===== config.mk =====
export PLATFORM = sky130hd
export DESIGN_NAME = pc_register
export DESIGN_NICKNAME = d
export VERILOG_FILES = /design/src/rtl/pc_register_pkg.sv /design/src/rtl/pc_step_fsm.sv /design/src/rtl/pc_register.sv
export SDC_FILE = /design/constraint.sdc
export NUM_CORES = 1
export LEC_CHECK = 0
export ABC_AREA = 1
export CAP_MARGIN = 40
export CORE_UTILIZATION = 42
export CTS_CLUSTER_DIAMETER = 40
export DETAILED_ROUTE_END_ITERATION = 6
export GPL_ROUTABILITY_DRIVEN = 1
export GPL_TIMING_DRIVEN = 0
export PLACE_DENSITY_LB_ADDON = 0.08
export SLEW_MARGIN = 20
export SYNTH_ARGS = -nofsm -noshare
export SYNTH_HDL_FRONTEND = slang
export SYNTH_HIERARCHICAL = 1
export SYNTH_SLANG_ARGS = --single-unit

===== constraint.sdc =====
create_clock -name clk -period 2.3 [get_ports clk]
set_input_delay 0.575 -clock clk [delete_from_list [all_inputs] [get_ports clk]]
set_output_delay 0.575 -clock clk [all_outputs]
set_load 0.005 [all_outputs]

===== src/rtl/pc_register_pkg.sv =====
// Shared definitions for the fetch-stage PC register: FSM state encoding and default reset PC.
// The 3-bit state values match the legacy header encoding so waveforms and debug tools line up.
package pc_register_pkg;

    typedef enum logic [2:0] {
        ST_IDLE      = 3'd0,
        ST_RUN       = 3'd1,
        ST_WAIT_STEP = 3'd2,
        ST_STEP      = 3'd3,
        ST_HALTED    = 3'd4
    } pc_state_t;

    localparam logic [31:0] PC_DEFAULT_RESET = 32'h0000_0000;

    function automatic logic is_fetch_state(input pc_state_t s);
        return (s == ST_RUN) || (s == ST_STEP);
    endfunction

endpackage


===== src/rtl/pc_step_fsm.sv =====
// Run/step/halt sequencer for the PC register: state register plus Moore decode of
// pc_valid/halted, and the PC load enable for the current cycle.
module pc_step_fsm
    import pc_register_pkg::*;
(
    input  logic i_clk,
    input  logic i_rst,
    input  logic i_start,
    input  logic i_mode_step,
    input  logic i_step_pulse,
    input  logic i_stall,
    input  logic i_halt,
    output logic o_pc_load,
    output logic o_pc_valid,
    output logic o_halted
);

    pc_state_t r_state;
    pc_state_t w_state_next;
    logic      r_pc_valid;
    logic      r_halted;

    always_comb begin
        w_state_next = r_state;
        unique case (r_state)
            ST_IDLE: begin
                if (i_start) begin
                    w_state_next = i_mode_step ? ST_WAIT_STEP : ST_RUN;
                end
            end
            ST_RUN:       w_state_next = ST_RUN;
            ST_WAIT_STEP: begin
                if (i_step_pulse) begin
                    w_state_next = ST_STEP;
                end
            end
            ST_STEP: begin
                if (!i_stall) begin
                    w_state_next = ST_WAIT_STEP;
                end
            end
            ST_HALTED:    w_state_next = ST_HALTED;
            default:      w_state_next = ST_IDLE;
        endcase
        // A decoded HALT overrides everything below reset, including stall.
        if (i_halt) begin
            w_state_next = ST_HALTED;
        end
    end

    assign o_pc_load = is_fetch_state(r_state) && !i_stall && !i_halt;

    // Outputs are registered from the next state so they line up with r_state.
    always_ff @(posedge i_clk or posedge i_rst) begin
        if (i_rst) begin
            r_state    <= ST_IDLE;
            r_pc_valid <= 1'b0;
            r_halted   <= 1'b0;
        end else begin
            r_state    <= w_state_next;
            r_pc_valid <= is_fetch_state(w_state_next);
            r_halted   <= (w_state_next == ST_HALTED);
        end
    end

    assign o_pc_valid = r_pc_valid;
    assign o_halted   = r_halted;

endmodule


===== src/rtl/pc_register.sv =====
// MIPS fetch-stage program counter with debug run/step/halt sequencing.
// Define PC_CYCLE_COUNTER_EN to add the saturating retired-fetch counter port cycle_count.
module pc_register
    import pc_register_pkg::*;
#(
    parameter int                  len_data = 32,
    parameter logic [len_data-1:0] RESET_PC = len_data'(PC_DEFAULT_RESET)
) (
    input  logic                clk,
    input  logic                reset,
    input  logic [len_data-1:0] pc_next,
    input  logic                stall,
    input  logic                start,
    input  logic                mode_step,
    input  logic                step_pulse,
    input  logic                halt_detected,
    output logic [len_data-1:0] pc_out,
    output logic                pc_valid,
    output logic                halted
`ifdef PC_CYCLE_COUNTER_EN
    ,
    output logic [31:0]         cycle_count
`endif
);

    localparam logic [len_data-1:0] PC_ALIGN_MASK = {{(len_data-2){1'b1}}, 2'b00};

    logic                w_pc_load;
    logic                w_pc_valid;
    logic                w_halted;
    logic [len_data-1:0] r_pc;
    logic                w_pc_lsb_unused;

    pc_step_fsm u_fsm (
        .i_clk        (clk),
        .i_rst        (reset),
        .i_start      (start),
        .i_mode_step  (mode_step),
        .i_step_pulse (step_pulse),
        .i_stall      (stall),
        .i_halt       (halt_detected),
        .o_pc_load    (w_pc_load),
        .o_pc_valid   (w_pc_valid),
        .o_halted     (w_halted)
    );

    // Word alignment: the two low bits of the mux output never reach the PC.
    assign w_pc_lsb_unused = ^pc_next[1:0];

    always_ff @(posedge clk or posedge reset) begin
        if (reset) begin
            r_pc <= RESET_PC & PC_ALIGN_MASK;
        end else if (w_pc_load) begin
            r_pc <= {pc_next[len_data-1:2], 2'b00};
        end
    end

    assign pc_out   = r_pc;
    assign pc_valid = w_pc_valid;
    assign halted   = w_halted;

`ifdef PC_CYCLE_COUNTER_EN
    logic [31:0] r_cycle_count;

    always_ff @(posedge clk or posedge reset) begin
        if (reset) begin
            r_cycle_count <= '0;
        end else if (w_pc_valid && !stall && (r_cycle_count != '1)) begin
            r_cycle_count <= r_cycle_count + 32'd1;
        end
    end

    assign cycle_count = r_cycle_count;
`endif

endmodule


Yosys cells after proc, flatten, opt, wreduce, memory -nomap -nowiden
Index checks and enable logic that the tools add are counted.
W data, S select, Z words.

storage, ports and cells
  input bits = 39
  output and inout bits = 34
  register bits = 35
  logic and storage cells = 24

cells by class
  eq/ne operators = 7
  reductions and logical operators = 7
  multiplexer cells = 6

operators with widths
  cell                  count
  $pmux W3 S5           1
  $mux W3               4
  $eq A3 B2 Y1 const B  3
  $eq A3 B1 Y1 const B  2
  $eq A3 B3 Y1 const B  2
  $logic_not A3 Y1      1
  $logic_and A1 B1 Y1   2
  $logic_not A1 Y1      2
  $logic_or A1 B1 Y1    2
  $mux W2               1

Longest topological paths before layout
Gate-level depths: netlist of run 1.

  word-level depth = 6
  depth in mapped cells = 6
  depth with buffers taken out = 5

Modules after synthesis
Netlist of run 1, hierarchy kept.

modules (own cells, without submodules)
  module       area each (um^2)  instances  sequential area each (um^2)  cells each
  pc_register  1144.8            1          750.7                        131
  pc_step_fsm  252.7             1          125.1                        30

Worst setup path before layout of run 1
Ideal clock, no wire load.

  path kind = input -> register
  from = in halt_detected
  to = reg r_pc[10] (netlist: pc_out[10])
  setup slack = 828 ps
  setup time = 116 ps
  buffers on the path = 1
  data required time = 2184 ps
  stages on the path = 5
  arrival = 1356 ps
  path through = nor4_1 -> inv_2 -> buf_2 -> nand2_1 -> nand2_1

between the ends
  longest elaborated chain between the ends = 2

ends and longest elaborated chain
  what                  RTL line           source
  start, declared       pc_register.sv:16  input logic halt_detected,
  $logic_not A1 Y1      pc_step_fsm.sv:51  assign o_pc_load = is_fetch_state(r_state) && !i_stall && !i_halt;
  $logic_and A1 B1 Y1   pc_step_fsm.sv:51
  end signal, assigned  pc_register.sv:52  r_pc <= RESET_PC & PC_ALIGN_MASK;
  end signal, assigned  pc_register.sv:54  r_pc <= {pc_next[len_data-1:2], 2'b00};
  end, declared         pc_register.sv:31  logic [len_data-1:0] r_pc;

No other way between the ends.
A chain may end at the register's enable or synchronous reset.

Worst setup path in the final report of run 1
  from = in halt_detected
  to = reg r_pc[17] (netlist: pc_out[17])

between the ends
  longest elaborated chain between the ends = 2

ends and longest elaborated chain
  what                 RTL line           source
  $logic_not A1 Y1     pc_step_fsm.sv:51
  $logic_and A1 B1 Y1  pc_step_fsm.sv:51
  named net w_pc_load  pc_register.sv:28  logic w_pc_load;

The timed path passes the listed nets, and every way through them passes these cells.

==> flow_summary.yaml, run 1 <==
global_routing:
  grt_pass1_wl_microns: 5130
  grt_usage: 0.202
  grt_use_met3: 0.0779
  grt_pass1_vias: 1195
  grt.met1_usage: 0.231
  antenna_found_initial: 0
  grt.overflow.total: 0
  grt.busiest_layer: "met2"
  met2_usage: 0.335
  grt_max_degree: 20
placement:
  placed_cell_area_sq_um: 2160
  dp_hpwl_microns: 2460
  io_buffers: 68
  gp_congestion: 0.751
final_layout:
  antennaDiodeCount: 0
  multiInputGateArea_sq_um: 450
  seq_area_sq_um: 876
  nFillCells: 290
  fin_area_sq_um: 2210
  drive_above_1_share: 0.0844
  fin_nets: 277
  syn_to_final_growth_pct: 57.8
sta:
  max_freq_ghz: 0.518
  timing.slew.headroom: 0.553
  period_needed_ns: 1.93
  finalMaxSlewViolations: 0
  final_min_period_over_clock_period: 0.840
  rsz0062_at_grt: "no"
  setup_tns_ns: 0
  skew_ns: 0.00559
  hold_viol_final: 0
  tightestPinTransition_ns: 0.665
  finalSetupViolations: 0
floorplan:
  rows: 20
  fp.dieW_microns: 59.7
  ios: 73
  core_area_sq_um: 3100
  start_util: 0.450
  die_area_sq_um: 3560
  die_y_microns: 59.7
cts:
  cts_made_buffers: 5
  ctsHoldBuffers: 0
  h-tree-depth: 2
  cts_tree: "yes"
  cts_root_buf: "clkbuf_4"
  cts-resized-gates: 0
  worstSkewPairLatency_ns: 0.33
  numClockSinks: 35
  clk_path_buf_depth: 2
  clkTransAtPathRegs_ns: 0.09
  cts_setup_buffers: 0
routing:
  dr.pass1.iters: 4
  wl_per_cell_microns: 11.5
  initialDrtViolationCount: 46
  drt-total-wl_microns: 3220
  drc_errors: 0
  via_count: 1258
  vias_per_cell: 4.48
  antenna_left: 0
critical_path:
  cp_cell_sequence: "clkdlybuf4s50_1 -> nor4_1 -> buf_2 -> nand2_1 -> nand2_1"
  cpLargestDelayFamily: "buffers and inverters"
  critPathLaunchType: "input port"
  worstPathRequired_ns: 2.57
  crit_arrival_ns: 2.20
  slowest_delay_ns: 0.64
  cp_max_fo: 10
  end_kind: "flip-flop"
  slowest_stage: "nor4_1"
  critPathKind: "in2reg"
  crit_top_cell: "nand2_1"
  critPathBufInv: 2
pwr:
  ir_drop_v: 0.000379
  power_density_nw_per_um2: 489
  leakage_uw: 0.00112
yosys:
  syn_inst: 161
  ys_seq_elements: 35
  ys_warn_count: 6
  synth_edf_count: 0
  netlist_area_sq_um: 1400
  avgSynthCellArea_sq_um: 8.68
  synth_cell_types: 16
  synth_seq_area_share: 0.627
  ys.flop_type: "dfrtp_1"
  synthArstFlopShare: 1.00
min_path:
  hp-class: "in2async"
flow_run:
  maxCapViolCount: 0
status:
  status: "completed"
-- per-stage QoR --
stage	setup slack, ns	utilization	total power [uW]	cells	hold slack (ns)
detailed placement	0.0225	0.698	809	275	0.458
finish	0.368	0.711	1080	281	0.472
global placement	0.0384	0.689	798	274	0.453
floorplan	0.828	-	690	162	0.354
CTS	0.354	0.711	1100	281	0.462
global route	0.212	0.711	1140	281	0.469
-- where the power goes --
group          leakage (uW)  total (uW)  switching, uW  internal, uW
registers          0.000463         646           10.5           635
logic              0.000628         149           46.4           103
clock network     0.0000242         284            176           109
total               0.00112        1080            233           847
-- synth_stat cells, types with 2 or more instances --
cell type	number	area (sq um)
nand2_1	92	345
o21bai_1	2	15.0
inv_2	2	7.51
buf_2	6	30.0
buf_4	2	15.0
inv_1	6	22.5
nor2_1	4	15.0
dfrtp_1	35	876
a21oi_1	3	15.0
nand3_1	2	10.0
nand2_2	2	12.5
-- cell usage in the layout (no fill, tap or decap) --
master	n
a21oi_1	3
buf_16	1
buf_2	6
buf_4	2
clkbuf_1	1
clkbuf_4	5
clkdlybuf4s50_1	68
conb_1	2
dfrtp_1	35
inv_1	6
inv_2	2
nand2_1	92
nand2_2	2
nand3_1	2
nor2_1	4
nor2_2	1
nor2_4	1
nor4_1	1
o21bai_1	2
or2_1	1
-- path summary, 6_finish.rpt --
check | end | cells after the start | start | slack [ns]
worst max-delay path | pc_out[17] | 5 | halt_detected | 0.37
max in group asynchronous | pc_out[25] | 3 | reset | 1.19
worst max register to register | pc_out[17] | 4 | u_fsm/r_state[2] | 0.68
worst min register to register | pc_out[25] | 2 | pc_out[25] | 0.47
worst min-delay path | u_fsm/r_state[0] | 2 | reset | 0.47
min in group clk | pc_out[25] | 2 | pc_out[25] | 0.47
-- registers in the layout (all words and copies together) (netlist names) --
| signal | flops |
|---|---|
| pc_out | 30 |
| u_fsm/o_halted | 1 |
| u_fsm/o_pc_valid | 1 |
| u_fsm/r_state | 3 |
-- logic make-up (layout without fill, tap and decap cells) --
kind of cell | Yosys count | count (layout) | synth area share
buffers and inverters | 16 | 91 | 0.0537
AO/OA/AOI/OAI | 5 | 5 | 0.0215
other | 1 | 2 | 0.00268
flip-flops | 35 | 35 | 0.627
AND/OR/NAND/NOR | 104 | 104 | 0.295
-- layout make-up --
cell class              instances  share of cell area
plain buffers                   8              0.0204
clock buffers                   6              0.0187
inverters                       8              0.0136
multi-input cells             111               0.204
flip-flops and latches         35               0.397
well taps                      44              0.0250
repair buffers                 69               0.321
-- metal layers --
layer,routed length (microns),up-vias
li1,-,631
met1,1350,569
met2,1590,50
met3,218,8
met4,67,0
met5,0,-
No activity file was read; power rests on OpenSTA's default activity.
==> run 2, diff against run 1 <==
--- a/config.mk
+++ b/config.mk
@@ -7,7 +7,7 @@
 export LEC_CHECK = 0
 export ABC_AREA = 1
 export CAP_MARGIN = 40
-export CORE_UTILIZATION = 42
+export CORE_UTILIZATION = 39
 export CTS_CLUSTER_DIAMETER = 40
 export DETAILED_ROUTE_END_ITERATION = 6
 export GPL_ROUTABILITY_DRIVEN = 1
==> constraint.sdc (replaced) <==
create_clock -name clk -period 1.9 [get_ports clk]
set_input_delay 0.475 -clock clk [delete_from_list [all_inputs] [get_ports clk]]
set_output_delay 0.475 -clock clk [all_outputs]
set_load 0.005 [all_outputs]
==> run 2 against run 1 <==
Net effect: final cell count increased by 0.71%; wire length increased by 3.3%; clock-buffer cell count unchanged; sequential power increased by 21%; total power increased by 26%; first-iteration DRC count increased by 61%; critical path depth decreased by 4; worst hold slack got worse by 0.086 ns; sequential share of layout area increased by 0.068 points; highest routed layer unchanged.
==> flow_summary.yaml, run 2 (synthesis gave the netlist of run 1 again) <==
status:
  status: "completed"
placement:
  gp_congestion: 0.830
  dp_hpwl_microns: 2490
  io_buffers: 68
floorplan:
  rows: 21
  fp.dieW_microns: 61.9
  die_y_microns: 61.9
  start_util: 0.412
  ios: 73
  die_area_sq_um: 3830
  core_area_sq_um: 3390
pwr:
  p_clk_frac: 0.296
  ir_drop_v: 0.000540
  internal-power_uw: 1060
  p_sw_uw: 298
  swShare: 0.220
  power_density_nw_per_um2: 616
  leakage_uw: 0.00111
  p_comb_frac: 0.128
  seqPwrFrac: 0.576
final_layout:
  nFillCells: 278
  drive_above_1_share: 0.0970
  largest_reg_flops: 30
  multiInputGateArea_sq_um: 457
  syn_to_final_growth_pct: 57.6
  final_util: 0.650
  seq_area_sq_um: 876
  final_cell_mix: "92 x nand2_1, 68 x clkdlybuf4s50_1, 35 x dfrtp_1"
  final_common_cell: "nand2_1"
  antennaDiodeCount: 0
  fin_nets: 276
routing:
  initialDrtViolationCount: 74
  wl_per_cell_microns: 11.8
  antenna_left: 0
  drc_errors: 0
  dr.pass1.iters: 4
  via_count: 1251
  drt-total-wl_microns: 3330
  vias_per_cell: 4.42
critical_path:
  slowest_stage: "clkdlybuf4s50_1"
  worstPathRequired_ns: 1.42
  critPathKind: "reg2out"
  end_kind: "output port"
  worst_r2r_path_depth: 4
  r2r-end: "pc_out[19]"
  slowest_delay_ns: 0.54
  critPathBufInv: 1
  regToRegSetupSlack_ns: 0.47
  cp_max_fo: 2
  cp_cell_sequence: "clkdlybuf4s50_1"
  crit_arrival_ns: 1.26
  cpLargestDelayFamily: "buffers and inverters"
  r2r_start: "u_fsm/r_state[2]"
  critPathLaunchType: "flip-flop"
sta:
  period_needed_ns: 1.73
  hold_viol_final: 0
  final_min_period_over_clock_period: 0.913
  timing.slew.headroom: 0.580
  finalMaxSlewViolations: 0
  rsz0062_at_grt: "no"
  skew_ns: 0.00726
  tightestPinTransition_ns: 0.629
  holdWs_ns: 0.386
  max_freq_ghz: 0.576
  finalSetupViolations: 0
global_routing:
  grt_usage: 0.186
  antenna_found_initial: 0
  grt.overflow.total: 0
  grt_max_degree: 31
  grt_pass1_vias: 1109
  grt_pass1_wl_microns: 4920
cts:
  h-tree-depth: 2
  cts_made_buffers: 5
  ctsHoldBuffers: 0
  clkTransAtPathRegs_ns: 0.10
  cts_tree: "yes"
  worstSkewPairLatency_ns: 0.33
  numClockSinks: 35
  clk_path_buf_depth: 2
  cts_root_buf: "clkbuf_4"
flow_run:
  maxCapViolCount: 0
min_path:
  hp-class: "in2async"
[run 2: timing repair]
action / 4_1_cts / 5_1_grt
endpoints found under the setup margin: 0 / 18
gates resized for setup: 0 / 1
buffers inserted: 0 / 0
[run 2: how the worst max path moves through the flow]
stage	start	cells past startpoint	slack, ns	endpoint
6_report	pc_out[24]	1	0.17	pc_out[24]
5_1_grt	pc_out[24]	1	0.10	pc_out[24]
4_1_cts	halt_detected	5	0.04	pc_out[19]
3_5_place_dp	halt_detected	5	-0.29	pc_out[19]
3_3_place_gp	halt_detected	5	-0.27	pc_out[14]
2_1_floorplan	halt_detected	5	0.53	pc_out[10]
[run 2: metrics by stage]
stage	setup WS [ns]	instance area, sq um	std cells	setup TNS [ns]	total power [uW]
final	0.165	2200	283	0	1360
after detailed placement	-0.292	2140	276	-8.11	972
after global routing	0.103	2200	283	0	1440
after global placement	-0.267	2140	276	-7.80	967
after CTS	0.0433	2200	283	0	1380
after floorplan	0.528	1400	162	0	836
[run 2: area by class of cell]
type	count	share of cell area
clock inverters	1	0.00227
inverters	8	0.0136
multi-input cells	111	0.207
flip-flops and latches	35	0.398
plain buffers	8	0.0205
well taps	46	0.0261
repair buffers	68	0.309
clock buffers	6	0.0233
[run 2: metal layers]
layer | GRT usage | wire [microns] | vias to the layer above
met3 | 0.0807 | 229 | 6
met2 | 0.315 | 1750 | 48
li1 | - | - | 629
met1 | 0.198 | 1310 | 568
met5 | 0 | 0 | -
met4 | 0.0921 | 43 | 0
[run 2: power groups by stage]
stage	Sequential [uW]	Combinational (uW)	Clock, uW
global route	786	191	462
detailed placement	797	175	0
finish	782	173	402
global placement	796	171	0
floorplan	798	37.1	0
CTS	783	176	417
==> run 3, diff against run 2 <==
==> constraint.sdc (replaced) <==
create_clock -name clk -period 1.9 [get_ports clk]
set_input_delay 0.285 -clock clk [delete_from_list [all_inputs] [get_ports clk]]
set_output_delay 0.285 -clock clk [all_outputs]
set_load 0.005 [all_outputs]
==> run 3 against run 2 <==
Net effect: worst setup slack better by 0.11 ns; global-route usage is the same; highest routed layer unchanged; sequential power about the same; non-clock buffer count unchanged.
==> flow_summary.yaml, run 3 (synthesis gave the netlist of run 1 again) <==
critical_path:
  cpLargestDelayFamily: "buffers and inverters"
  end_kind: "flip-flop"
  crit_arrival_ns: 1.89
  cp_cell_sequence: "clkdlybuf4s50_1 -> nor4_1 -> buf_2 -> nand2_1 -> nand2_1"
  slowest_delay_ns: 0.62
  crit_top_cell: "nand2_1"
  cp_max_fo: 10
  critPathLaunchType: "input port"
  slowest_stage: "nor4_1"
  regToRegSetupSlack_ns: 0.31
  worstPathRequired_ns: 2.17
  critPathBufInv: 2
  critPathKind: "in2reg"
pwr:
  ir_drop_v: 0.000540
  leakage_uw: 0.00111
  power_density_nw_per_um2: 618
  report.power.total_uw: 1360
  p_clk_frac: 0.296
  swShare: 0.220
  p_comb_frac: 0.127
  internal-power_uw: 1060
  seqPwrFrac: 0.576
  p_sw_uw: 298
placement:
  dp_hpwl_microns: 2490
  gp_congestion: 0.830
  io_buffers: 68
  post-place-ws_ns: -0.102
sta:
  period_needed_ns: 1.62
  tightestPinTransition_ns: 0.632
  final_min_period_over_clock_period: 0.855
  finalSetupViolations: 0
  rsz0062_at_grt: "no"
  skew_ns: 0.00674
  fin_ws_ns: 0.275
  hold_viol_final: 0
  setup_tns_ns: 0
  timing.slew.headroom: 0.575
  finalMaxSlewViolations: 0
  max_freq_ghz: 0.615
  holdWs_ns: 0.196
routing:
  drt-total-wl_microns: 3290
  dr.pass1.iters: 4
  initialDrtViolationCount: 63
  antenna_left: 0
  wl_per_cell_microns: 11.6
  vias_per_cell: 4.40
  via_count: 1245
  drc_errors: 0
final_layout:
  fin_nets: 276
  final_common_cell: "nand2_1"
  largest_reg_flops: 30
  seq_area_sq_um: 876
  nFillCells: 277
  antennaDiodeCount: 0
  syn_to_final_growth_pct: 57.1
  final_cell_mix: "92 x nand2_1, 68 x clkdlybuf4s50_1, 35 x dfrtp_1"
  drive_above_1_share: 0.0928
  multiInputGateArea_sq_um: 450
floorplan:
  die_y_microns: 61.9
  core_area_sq_um: 3390
  ios: 73
  rows: 21
  start_util: 0.412
  die_area_sq_um: 3830
  fp.dieW_microns: 61.9
flow_run:
  maxCapViolCount: 0
cts:
  worstSkewPairLatency_ns: 0.33
  cts_setup_buffers: 0
  ctsHoldBuffers: 0
  cts_root_buf: "clkbuf_4"
  cts_made_buffers: 5
  h-tree-depth: 2
  clk_path_buf_depth: 2
  clkTransAtPathRegs_ns: 0.09
  cts_tree: "yes"
  cts-resized-gates: 0
  numClockSinks: 35
global_routing:
  grt_pass1_vias: 1109
  grt_max_degree: 31
  grt_pass1_wl_microns: 4920
  grt.overflow.total: 0
  grt_usage: 0.186
  antenna_found_initial: 0
min_path:
  hp-class: "in2async"
status:
  status: "completed"
run 3: cell counts in the layout (fill, tap and decap cells not counted):
Identical to the previous run, type by type.
run 3: worst paths after layout:
| check | start | endpoint | cells past startpoint |
|---|---|---|---|
| hold / removal | reset | u_fsm/r_state[1] | 2 |
| setup reg to reg | u_fsm/r_state[2] | pc_out[19] | 4 |
| setup / recovery | halt_detected | pc_out[19] | 5 |
| max in group asynchronous | reset | pc_out[31] | 2 |
| min in group clk | pc_out[23] | pc_out[23] | 2 |
| hold reg to reg | pc_out[23] | pc_out[23] | 2 |
run 3: final cells by class:
class / count / share of cell area
multi-input combinational: 111 / 0.205
inverter: 8 / 0.0137
sequential: 35 / 0.399
buffer: 8 / 0.0205
clock buffer: 6 / 0.0234
timing repair buffer: 68 / 0.310
clock inverter: 1 / 0.00228
tap: 46 / 0.0262
run 3: per-stage QoR:
stage	util	cell area, sq um	cells
after floorplan	-	1400	162
after global placement	0.631	2140	276
after detailed placement	0.631	2140	276
after CTS	0.648	2200	283
after global routing	0.648	2200	283
final	0.648	2200	283
run 3: layer usage:
layer	up-vias	GRT usage	wire [microns]
met5	-	0	0
met4	0	0.0921	43
met1	564	0.198	1300
li1	629	-	-
met2	46	0.315	1730
met3	6	0.0807	221
run 3: power by group through the flow:
stage / Combinational [uW] / Clock (uW) / Sequential [uW]
after floorplan: 37.1 / 0 / 798
after global placement: 171 / 0 / 796
after detailed placement: 175 / 0 / 797
after CTS: 176 / 417 / 783
after global routing: 190 / 462 / 786
final: 173 / 402 / 782
run 3: worst register-to-register path: stages (launching register included):
cell	delay (ns)
dfrtp_1	0.44
nor4_1	0.59
buf_2	0.33
nand2_1	0.09
nand2_1	0.08
